File: config.mk
export PLATFORM = sky130hd
export DESIGN_NAME = regs_dump
export DESIGN_NICKNAME = d
export VERILOG_FILES = /design/src/rtl/regs_pkg.sv /design/src/rtl/regs_dump.sv
export SDC_FILE = /design/constraint.sdc
export NUM_CORES = 1
export LEC_CHECK = 0
export ABC_AREA = 1
export ABC_CLOCK_PERIOD_IN_PS = 1600
export CORE_UTILIZATION = 40
export CTS_CLUSTER_DIAMETER = 30
export DETAILED_ROUTE_END_ITERATION = 8
export PLACE_DENSITY = 0.73
export SLEW_MARGIN = 20
export SYNTH_ARGS = -nofsm -noshare
export SYNTH_HDL_FRONTEND = slang
export SYNTH_SLANG_ARGS = --single-unit
File: constraint.sdc
create_clock -name clk_in -period 1.6 [get_ports clk_in]
set_clock_uncertainty 0.2 [all_clocks]
set_input_delay 0.16 -clock clk_in [delete_from_list [all_inputs] [get_ports clk_in]]
set_output_delay 0.16 -clock clk_in [all_outputs]
set_load 0.005 [all_outputs]
File: src/rtl/regs_pkg.sv
// regs_pkg: shared register-file geometry and dump-sequencer state encoding.
package regs_pkg;
  localparam int REGS_ADDR_W = 4;
  localparam int REGS_DATA_W = 8;
  typedef enum logic [1:0] {IDLE, LOAD, STREAM, CSUM} state_t;
endpackage

File: src/rtl/regs_dump.sv
// regs_dump: walks a wrapping register range and streams each word out on valid/ready.
// Define REGS_DUMP_CSUM_EN to append an XOR checksum beat after the register words.
module regs_dump
  import regs_pkg::*;
#(
  parameter int ADDR_W = REGS_ADDR_W,
  parameter int DATA_W = REGS_DATA_W
) (
  input  logic              clk_in,
  input  logic              rst,
  input  logic              start,
  input  logic [ADDR_W-1:0] start_addr,
  input  logic [ADDR_W:0]   len,
  output logic [ADDR_W-1:0] r_addr,
  input  logic [DATA_W-1:0] r_data,
  output logic [DATA_W-1:0] m_data,
  output logic              m_valid,
  input  logic              m_ready,
  output logic              m_last,
  output logic              busy,
  output logic              done
);
  state_t state, state_n;
  logic [ADDR_W-1:0] addr, addr_n;
  logic [ADDR_W:0] rem, rem_n;
  logic [DATA_W-1:0] data_n;
  logic valid_n, last_n, done_n;
`ifdef REGS_DUMP_CSUM_EN
  logic [DATA_W-1:0] csum, csum_n;
`endif
  assign r_addr = addr;
  assign busy = state != IDLE;
  always_comb begin
    state_n = state;
    addr_n = addr;
    rem_n = rem;
    data_n = m_data;
    valid_n = m_valid;
    last_n = m_last;
    done_n = 1'b0;
`ifdef REGS_DUMP_CSUM_EN
    csum_n = csum;
`endif
    case (state)
      IDLE: if (start) begin
        addr_n = start_addr;
        rem_n = len;
`ifdef REGS_DUMP_CSUM_EN
        csum_n = '0;
        state_n = LOAD;
`else
        state_n = (len == '0) ? IDLE : LOAD;
        done_n = len == '0;
`endif
      end
`ifdef REGS_DUMP_CSUM_EN
      // An empty or exhausted range goes straight to the checksum beat.
      LOAD: begin
        valid_n = 1'b1;
        if (rem == '0) begin
          data_n = csum;
          last_n = 1'b1;
          state_n = CSUM;
        end else begin
          data_n = r_data;
          csum_n = csum ^ r_data;
          addr_n = addr + 1'b1;
          rem_n = rem - 1'b1;
          state_n = STREAM;
        end
      end
      STREAM: if (m_ready) begin
        if (rem == '0) begin
          data_n = csum;
          last_n = 1'b1;
          state_n = CSUM;
        end else begin
          data_n = r_data;
          csum_n = csum ^ r_data;
          addr_n = addr + 1'b1;
          rem_n = rem - 1'b1;
        end
      end
      CSUM: if (m_ready) begin
        valid_n = 1'b0;
        last_n = 1'b0;
        done_n = 1'b1;
        state_n = IDLE;
      end
`else
      LOAD: begin
        data_n = r_data;
        valid_n = 1'b1;
        last_n = rem == (ADDR_W+1)'(1);
        addr_n = addr + 1'b1;
        rem_n = rem - 1'b1;
        state_n = STREAM;
      end
      STREAM: if (m_ready) begin
        if (m_last) begin
          valid_n = 1'b0;
          last_n = 1'b0;
          done_n = 1'b1;
          state_n = IDLE;
        end else begin
          data_n = r_data;
          last_n = rem == (ADDR_W+1)'(1);
          addr_n = addr + 1'b1;
          rem_n = rem - 1'b1;
        end
      end
`endif
      default: state_n = IDLE;
    endcase
  end
  always_ff @(posedge clk_in) begin
    if (rst) begin
      state <= IDLE;
      addr <= '0;
      rem <= '0;
      m_data <= '0;
      m_valid <= 1'b0;
      m_last <= 1'b0;
      done <= 1'b0;
`ifdef REGS_DUMP_CSUM_EN
      csum <= '0;
`endif
    end else begin
      state <= state_n;
      addr <= addr_n;
      rem <= rem_n;
      m_data <= data_n;
      m_valid <= valid_n;
      m_last <= last_n;
      done <= done_n;
`ifdef REGS_DUMP_CSUM_EN
      csum <= csum_n;
`endif
    end
  end
endmodule

==> flow_metrics.env, run 1 <==
export IMPL_slowest_delay_ns=0.36
export IMPL_worst_slack_ns=-0.0372
export IMPL_drt_pre_antenna_iters=5
export IMPL_slew_viol_final=0
export IMPL_fmax_mhz=611
export IMPL_critPathTopFamily="buffers and inverters"
export IMPL_cp_num_buf_inv=3
export IMPL_path_cells="buf_6, ha_4, buf_6, nand2_4, nand2_8, nor2_8, buf_6, o21ai_2, a21oi_1"
export IMPL_dieArea_sq_um=3150
export IMPL_postSynthAreaPerCell_sq_um=7.15
export IMPL_drive_gt1_share_pct=32.1
export IMPL_synth_cell_area_sq_um=1170
export IMPL_finalSetupViolations=7
export IMPL_startpoint_type="flop"
export IMPL_max_slew_margin_pct=76.3
export IMPL_antenna_found_initial=0
export IMPL_worst_r2r_path_depth=9
export IMPL_wl_per_cell_um=12.9
export IMPL_hpwl_mm=2.13
export IMPL_nets=247
export IMPL_p_leak_nw=0.849
export IMPL_clkLatencyLatePin_ns=0.31
export IMPL_die_w_um=56.1
export IMPL_syn_inst=164
export IMPL_rsz0062_at_grt="true"
export IMPL_yosysWarnings=0
export IMPL_cts_path_max_buffers=2
export IMPL_route_detailed_drc=0
export IMPL_grt_first_pass_wirelength_mm=5.09
export IMPL_ff2ff_setup_slack_ns=-0.04
export IMPL_seq_area_frac_synth_pct=37.6
export IMPL_track_usage_pct=20.3
export IMPL_cp_num_cells=9
export IMPL_htreeDepth=1
export IMPL_cts_tree="built"
export IMPL_ir_drop_v=0.00141
export IMPL_worst_slew_pin_slew_ns=0.352
export IMPL_grt_max_degree=17
export IMPL_drt_iter0_markers=51
export IMPL_clockRootBuffer="clkbuf_4"
export IMPL_start_util_pct=42.5
export IMPL_cp_endpoint="r_addr[1]$_SDFFE_PP0P_"
export IMPL_drt_total_wl_mm=3.22
export IMPL_vias=1279
export IMPL_critical_path_endpoint_type="flop"
export IMPL_portBuffers=36
export IMPL_avgViaCountPerCell=5.14
export IMPL_cp_common_cell="buf_6"
export IMPL_gr_total_overflow=0
export IMPL_ys_seq_elements=22
export IMPL_final_util_pct=71.3
export IMPL_worstPathRequired_ns=1.65
export IMPL_r2r_start="state[1]$_SDFFE_PP0P_"
export IMPL_violations="negative setup slack"
export IMPL_arrival_ns=1.69
export IMPL_fillers=215
export IMPL_ios=37
export IMPL_cp_max_fo=6
export IMPL_cpMaxStageDelayCell="dfxtp_2"
export IMPL_gp_congestion=0.840
export IMPL_layout_commonest_cell="clkdlybuf4s50_1"
export IMPL_fin_crit_ns=1.64
export IMPL_syn2layout_area_growth_pct=67.7
export IMPL_synth_net_count=192
export IMPL_max_cap_violations=0
export IMPL_final_period_utilization_pct=102
export IMPL_placed_area_sq_um=1610
export IMPL_hold_viol=0
export IMPL_synth_cell_types=25
export IMPL_grt_pass1_vias=1208
export IMPL_post_place_ws_ns=-0.0770
export IMPL_status="finished, violations left"
export IMPL_row_count=19
export IMPL_post_route_cell_area_sq_um=1970
export IMPL_path_class="reg2reg"
export IMPL_n_antenna_cell=0
export IMPL_cts_sinks=22
export IMPL_clk_pin_slew_ns=0.13
export IMPL_r2r_end="r_addr[1]$_SDFFE_PP0P_"
export IMPL_design_core_area_sq_um=2760
export IMPL_crit_start="state[1]$_SDFFE_PP0P_"
export IMPL_hp_class="in2reg"
export IMPL_ant_nets=0
export IMPL_cellPowerDensity_nw_per_um2=1860
export IMPL_final_cell_mix="clkdlybuf4s50_1, nor2_1, nand2_1"
export IMPL_fp_dieH_um=56.1
export IMPL_cts_inserted_buffers=3
## tightest hold or removal path, delay by kind of cell
kind / cells / cell delay, ns
muxes: 1 / 0.12
AOI/OAI and AO/OA: 1 / 0.08
buffers and inverters: 1 / 0.39
## cell usage after synthesis
cell type / count / area, sq um
dfxtp_1: 22 / 440
o21ai_0: 17 / 85.1
buf_2: 1 / 5.00
a21oi_4: 1 / 16.3
nand2_2: 2 / 12.5
nand3b_1: 1 / 7.51
ha_1: 7 / 87.6
nor2_2: 1 / 6.26
nor2_8: 1 / 20.0
inv_4: 1 / 6.26
nor3_1: 4 / 20.0
a21oi_1: 9 / 45.0
or2_2: 2 / 12.5
nor2_1: 34 / 128
inv_2: 4 / 15.0
nand3_1: 8 / 40.0
mux2i_1: 1 / 10.0
xnor2_1: 1 / 8.76
nor2_4: 1 / 11.3
o21ai_1: 2 / 10.0
inv_1: 13 / 48.8
clkbuf_1: 1 / 3.75
nand2_1: 26 / 97.6
nand2_4: 2 / 22.5
nand4_1: 2 / 12.5
## report_power, final
group | switching, mW | internal [mW] | leakage [nW]
Sequential | 0.212 | 0.807 | 0.185
Clock | 0.174 | 0.139 | 0.0210
Combinational | 1.15 | 1.16 | 0.643
## flip-flops by register name, summed over array words and instances, names as in the netlist
signal / flops
rem: 5
done: 1
r_addr: 4
m_valid: 1
m_data: 8
state: 2
m_last: 1
## layout make-up
class / instances / area, sq um / area share (%)
clock buffers: 4 / 36.3 / 1.85
inverters: 18 / 82.6 / 4.20
multi-input cells: 122 / 841 / 42.8
flip-flops and latches: 22 / 453 / 23.0
well taps: 31 / 38.8 / 1.97
repair buffers: 52 / 514 / 26.2
## worst min path at each step
stage                                      start                      to  cells after the start
final                              start_addr[1]  r_addr[1]$_SDFFE_PP0P_                      3
after global routing               start_addr[1]  r_addr[1]$_SDFFE_PP0P_                      3
after CTS                          start_addr[1]  r_addr[1]$_SDFFE_PP0P_                      3
after detailed placement  m_data[1]$_SDFFE_PP0P_  m_data[1]$_SDFFE_PP0P_                      2
after global placement    m_data[4]$_SDFFE_PP0P_  m_data[4]$_SDFFE_PP0P_                      2
after floorplan                              rst  r_addr[2]$_SDFFE_PP0P_                      1
## timing repair
item | 4_1_cts | 5_1_grt
buffers inserted | 4 | 8
pin swaps | 5 | 14
gates cloned | 0 | 0
gates resized for setup | 23 | 47
hold buffers | 0 | 0
endpoints found under the setup margin | 17 | 25
## cells by family after synthesis
kind of cell / synth area share [%]
buf+inv: 6.72
fa+ha+maj: 7.47
simple gates: 33.3
compound gates: 13.3
flops: 37.6
xor+xnor: 0.747
mux: 0.854
## per-stage QoR
stage	power [mW]	hold slack (ns)	TNS, ns	cells
floorplan	1.97	0.0291	0	164
global placement	2.58	0.267	-0.0423	234
detailed placement	2.63	0.279	-0.149	234
CTS	3.11	0.263	0	241
global route	3.96	0.282	-1.39	249
finish	3.65	0.257	-0.151	249
## routing by layer
layer	global-route usage, %	wire, um	up-vias	part of all wire, %
li1	-	-	641	-
met1	24.6	1400	584	43
met2	33.3	1570	46	49
met3	4.65	194	8	6.0
met4	10.8	61	0	1.9
met5	0	0	-	0
(Power assumes the default switching activity.)
==> inputs of run 2 (changes only) <==
Settings changed: ABC_CLOCK_PERIOD_IN_PS 1600 to 1700, GPL_ROUTABILITY_DRIVEN from default to 1, PLACE_DENSITY 0.73 to 0.71, REMOVE_ABC_BUFFERS from default to 1.
Clock period 1.6 ns to 1.7 ns, I/O delays scaled along.
==> run 2 against run 1 <==
The flow now finishes without violations; sequential share of layout area rose by 3.8 points; design area fell by 15%; hold slack improved by 0.032 ns; clock-buffer cell count fell by 1; cell count fell by 3.6%.
==> flow_metrics.env, run 2 (synthesis results as in run 1) <==
export IMPL_status="complete, no violations"
export IMPL_ir_drop_v=0.00105
export IMPL_n_antenna_cell=0
export IMPL_dieArea_sq_um=3150
export IMPL_final_util_pct=60.3
export IMPL_clkLatencyLatePin_ns=0.31
export IMPL_finalPower_mw=2.81
export IMPL_placed_area_sq_um=1580
export IMPL_critical_path_endpoint_type="output pin"
export IMPL_layout_commonest_cell="clkdlybuf4s50_1"
export IMPL_grt_pass1_vias=1133
export IMPL_netSwitchingFraction_pct=40.7
export IMPL_drt_total_wl_mm=2.85
export IMPL_regMostFlops="m_data"
export IMPL_cp_num_cells=1
export IMPL_worstPathRequired_ns=1.33
export IMPL_hpwl_mm=2.12
export IMPL_finalSetupViolations=0
export IMPL_ios=37
export IMPL_finalSetupTns_ns=0
export IMPL_cp_endpoint="r_addr[2]"
export IMPL_drt_pre_antenna_iters=4
export IMPL_hold_viol=0
export IMPL_track_usage_pct=19.2
export IMPL_startpoint_type="flop"
export IMPL_nets=239
export IMPL_clockRootBuffer="clkbuf_4"
export IMPL_final_cells=240
export IMPL_vias=1210
export IMPL_r2r_end="m_data[6]$_SDFFE_PP0P_"
export IMPL_post_route_cell_area_sq_um=1660
export IMPL_design_core_area_sq_um=2760
export IMPL_cellPowerDensity_nw_per_um2=1690
export IMPL_hp_class="in2reg"
export IMPL_fillers=270
export IMPL_clkPwrFrac_pct=8.5
export IMPL_multi_input_area_sq_um=666
export IMPL_hold_start="r_data[0]"
export IMPL_p_sw_mw=1.14
export IMPL_r2r_start="state[1]$_SDFFE_PP0P_"
export IMPL_avgViaCountPerCell=5.04
export IMPL_max_cap_violations=0
export IMPL_cts_sinks=22
export IMPL_critPathTopFamily="buffers and inverters"
export IMPL_htreeDepth=1
export IMPL_slowest_delay_ns=0.53
export IMPL_max_slew_margin_pct=71.1
export IMPL_crit_start="r_addr[2]$_SDFFE_PP0P_"
export IMPL_worst_r2r_path_depth=9
export IMPL_worst_slew_pin_slew_ns=0.434
export IMPL_ff2ff_setup_slack_ns=0.07
export IMPL_p_seq_share_pct=32.9
export IMPL_comb_power_share_pct=58.6
export IMPL_slew_viol_final=0
export IMPL_route_detailed_drc=0
export IMPL_fin_crit_ns=1.64
export IMPL_final_cell_mix="clkdlybuf4s50_1, nor2_1, nand2_1"
export IMPL_fmax_mhz=610
export IMPL_path_cells="clkdlybuf4s50_1"
export IMPL_path_class="reg2out"
export IMPL_die_w_um=56.1
export IMPL_syn2layout_area_growth_pct=41.7
export IMPL_gp_congestion=0.797
export IMPL_ant_nets=0
export IMPL_fp_dieH_um=56.1
export IMPL_wl_per_cell_um=11.9
export IMPL_drt_iter0_markers=37
export IMPL_cts_inserted_buffers=3
export IMPL_regArea_sq_um=445
export IMPL_clk_pin_slew_ns=0.11
export IMPL_p_leak_nw=0.715
export IMPL_row_count=19
export IMPL_cp_max_fo=6
export IMPL_grt_max_degree=17
export IMPL_place_inst=231
export IMPL_final_period_utilization_pct=96.5
export IMPL_arrival_ns=1.27
export IMPL_cpMaxStageDelayCell="clkdlybuf4s50_1"
export IMPL_start_util_pct=42.5
export IMPL_grt_first_pass_wirelength_mm=4.81
export IMPL_largest_reg_flops=8
export IMPL_antenna_found_initial=0
export IMPL_drive_gt1_share_pct=16.3
export IMPL_cts_tree="built"
export IMPL_p_int_mw=1.66
export IMPL_cp_num_buf_inv=1
export IMPL_cts_path_max_buffers=2
export IMPL_portBuffers=36
export IMPL_gr_total_overflow=0
[run 2: through the flow]
step | hold slack, ns | setup slack, ns
finish | 0.289 | 0.0595
global route | 0.290 | -0.00536
CTS | 0.281 | 0.0205
detailed placement | 0.272 | 0.0275
global placement | 0.262 | 0.0399
floorplan | 0.0391 | 0.128
[run 2: layout make-up]
class / instances / area share [%]
clock buffer: 3 / 1.36
inverter: 18 / 4.22
sequential: 22 / 26.8
tap: 31 / 2.33
timing repair buffer: 44 / 25.2
multi-input combinational: 122 / 40.1
[run 2: power groups by stage]
stage | logic (mW) | registers [mW] | clock network, mW
6_report | 1.65 | 0.923 | 0.238
5_1_grt | 1.85 | 0.952 | 0.269
4_1_cts | 1.58 | 0.918 | 0.248
3_5_place_dp | 1.52 | 0.934 | 0
3_3_place_gp | 1.49 | 0.916 | 0
2_1_floorplan | 0.920 | 0.915 | 0
[run 2: worst min-delay path by stage]
stage,endpoint,slack (ns),cells past startpoint
floorplan,r_addr[2]$_SDFFE_PP0P_,0.04,1
global placement,m_data[4]$_SDFFE_PP0P_,0.26,2
detailed placement,m_data[4]$_SDFFE_PP0P_,0.27,2
CTS,r_addr[2]$_SDFFE_PP0P_,0.28,5
global route,m_data[7]$_SDFFE_PP0P_,0.29,3
finish,m_data[0]$_SDFFE_PP0P_,0.29,3
[run 2: timing repair]
item | in CTS | in global routing
buffers inserted | 3 | 3
hold endpoints to repair | 0 | 0
pin swaps | 1 | 2
hold buffers | 0 | 0
gates resized for setup | 5 | 6
setup endpoints to repair | 2 | 14
[run 2: metal layers]
metal,global-route usage (%),part of all wire [%],vias to the layer above
li1,-,-,620
met1,22.6,44,546
met2,34.0,49,40
met3,3.26,5.5,4
met4,8.36,1.7,0
met5,0,0,-
==> inputs of run 3 (changes only) <==
Settings changed: GPL_TIMING_DRIVEN from default to 1, PLACE_DENSITY 0.71 to default, PLACE_DENSITY_LB_ADDON from default to 0.3.
==> run 3 against run 2 <==
Sequential power about the same; cell count down 1.3%; hold slack better by 0.0055 ns; clock-buffer cell count unchanged; sequential cell count unchanged; clock power up 71%; highest routed layer unchanged; fmax down 0.57%; via count down 2.2%; combinational power about the same; global-route usage unchanged; first-iteration DRC count up 46%.
==> flow_metrics.env, run 3 (synthesis results as in run 1) <==
export IMPL_regMostFlops="m_data"
export IMPL_cts_sinks=22
export IMPL_portBuffers=36
export IMPL_post_place_ws_ns=-0.00776
export IMPL_arrival_ns=1.28
export IMPL_avgViaCountPerCell=4.99
export IMPL_vias=1183
export IMPL_worstPathRequired_ns=1.33
export IMPL_fin_crit_ns=1.65
export IMPL_ir_drop_v=0.00106
export IMPL_place_inst=231
export IMPL_drt_pre_antenna_iters=4
export IMPL_fp_dieH_um=56.1
export IMPL_cts_path_max_buffers=2
export IMPL_gr_total_overflow=0
export IMPL_status="complete, no violations"
export IMPL_crit_start="r_addr[0]$_SDFFE_PP0P_"
export IMPL_p_int_mw=1.79
export IMPL_p_sw_mw=1.18
export IMPL_grt_pass1_vias=1161
export IMPL_netSwitchingFraction_pct=39.7
export IMPL_htreeDepth=1
export IMPL_row_count=19
export IMPL_track_usage_pct=19.2
export IMPL_wl_per_cell_um=12.3
export IMPL_clkLatencyLatePin_ns=0.31
export IMPL_largest_reg_flops=8
export IMPL_startpoint_type="flop"
export IMPL_cp_num_buf_inv=1
export IMPL_design_core_area_sq_um=2760
export IMPL_path_cells="clkdlybuf4s50_1"
export IMPL_p_seq_share_pct=31.2
export IMPL_slowest_delay_ns=0.54
export IMPL_clockRootBuffer="clkbuf_4"
export IMPL_max_cap_violations=0
export IMPL_fillers=267
export IMPL_max_slew_margin_pct=71.9
export IMPL_clkPwrFrac_pct=13.7
export IMPL_die_w_um=56.1
export IMPL_cpMaxStageDelayCell="clkdlybuf4s50_1"
export IMPL_fmax_mhz=606
export IMPL_grt_first_pass_wirelength_mm=4.84
export IMPL_drt_iter0_markers=54
export IMPL_hp_class="reg2reg"
export IMPL_comb_power_share_pct=55.2
export IMPL_start_util_pct=42.5
export IMPL_syn2layout_area_growth_pct=43.1
export IMPL_finalSetupViolations=0
export IMPL_hold_start="rem[4]$_SDFFE_PP0P_"
export IMPL_ant_nets=0
export IMPL_finalSetupTns_ns=0
export IMPL_final_period_utilization_pct=97.1
export IMPL_r2r_start="state[0]$_SDFFE_PP0P_"
export IMPL_drt_total_wl_mm=2.91
export IMPL_worst_slack_ns=0.0500
export IMPL_clk_pin_slew_ns=0.13
export IMPL_p_leak_nw=0.709
export IMPL_rsz0062_at_grt="false"
export IMPL_drive_gt1_share_pct=15.0
export IMPL_nets=235
export IMPL_cts_inserted_buffers=3
export IMPL_cp_max_fo=6
export IMPL_grt_max_degree=17
export IMPL_critical_path_endpoint_type="output pin"
export IMPL_layout_commonest_cell="clkdlybuf4s50_1"
export IMPL_finalPower_mw=2.97
export IMPL_hpwl_mm=2.14
export IMPL_worst_slew_pin_slew_ns=0.421
export IMPL_ios=37
export IMPL_path_class="reg2out"
export IMPL_slew_viol_final=0
export IMPL_critPathTopFamily="buffers and inverters"
export IMPL_n_antenna_cell=0
export IMPL_cellPowerDensity_nw_per_um2=1770
export IMPL_final_cells=237
export IMPL_cts_tree="built"
export IMPL_ff2ff_setup_slack_ns=0.10
export IMPL_route_detailed_drc=0
export IMPL_antenna_found_initial=0
export IMPL_gp_congestion=0.892
export IMPL_final_cell_mix="clkdlybuf4s50_1, nor2_1, nand2_1"
export IMPL_hold_viol=0
export IMPL_dieArea_sq_um=3150
-- run 3: worst paths after layout --
| kind | to | cells after the start |
|---|---|---|
| worst max register to register | m_data[7]$_SDFFE_PP0P_ | 8 |
| worst max-delay path | r_addr[0] | 1 |
| worst min-delay path | rem[4]$_SDFFE_PP0P_ | 2 |
| worst min register to register | rem[4]$_SDFFE_PP0P_ | 2 |
-- run 3: cell type report --
class / instances / area [sq um] / area share [%]
Multi-Input combinational cell: 123 / 687 / 40.9
Sequential cell: 22 / 445 / 26.5
Clock buffer: 3 / 22.5 / 1.34
Inverter: 18 / 72.6 / 4.33
Tap cell: 31 / 38.8 / 2.31
Clock inverter: 1 / 30.0 / 1.79
Timing Repair Buffer: 39 / 382 / 22.7
-- run 3: power groups by stage --
stage	Clock, mW	Combinational [mW]	Sequential, mW
global route	0.427	1.82	0.964
global placement	0	1.49	0.911
finish	0.407	1.64	0.926
CTS	0.415	1.59	0.916
detailed placement	0	1.52	0.930
floorplan	0	0.920	0.915
-- run 3: metal layers --
layer | routed length, um | global-route usage, % | part of all wire (%)
met5 | 0 | 0 | 0
met4 | 40 | 7.67 | 1.4
met3 | 161 | 2.56 | 5.5
met2 | 1460 | 35.5 | 50
met1 | 1250 | 22.0 | 43
-- run 3: repair_timing --
item	4_1_cts	5_1_grt
gates resized for setup	7	5
setup buffers	1	0
cloned	0	1
setup endpoints to repair	9	15
hold buffers	0	0
-- run 3: worst min-delay path: stages (launching register included) --
cell and delay [ns]:
dfxtp_1 0.35, nand2_1 0.06, a21oi_1 0.05
-- run 3: through the flow --
step | utilization (%) | hold WS (ns) | instance area [sq um]
6_report | 60.8 | 0.294 | 1680
5_1_grt | 60.8 | 0.298 | 1680
4_1_cts | 60.0 | 0.281 | 1650
3_5_place_dp | 57.2 | 0.277 | 1580
3_3_place_gp | 57.2 | 0.268 | 1580
2_1_floorplan | - | 0.0391 | 1160
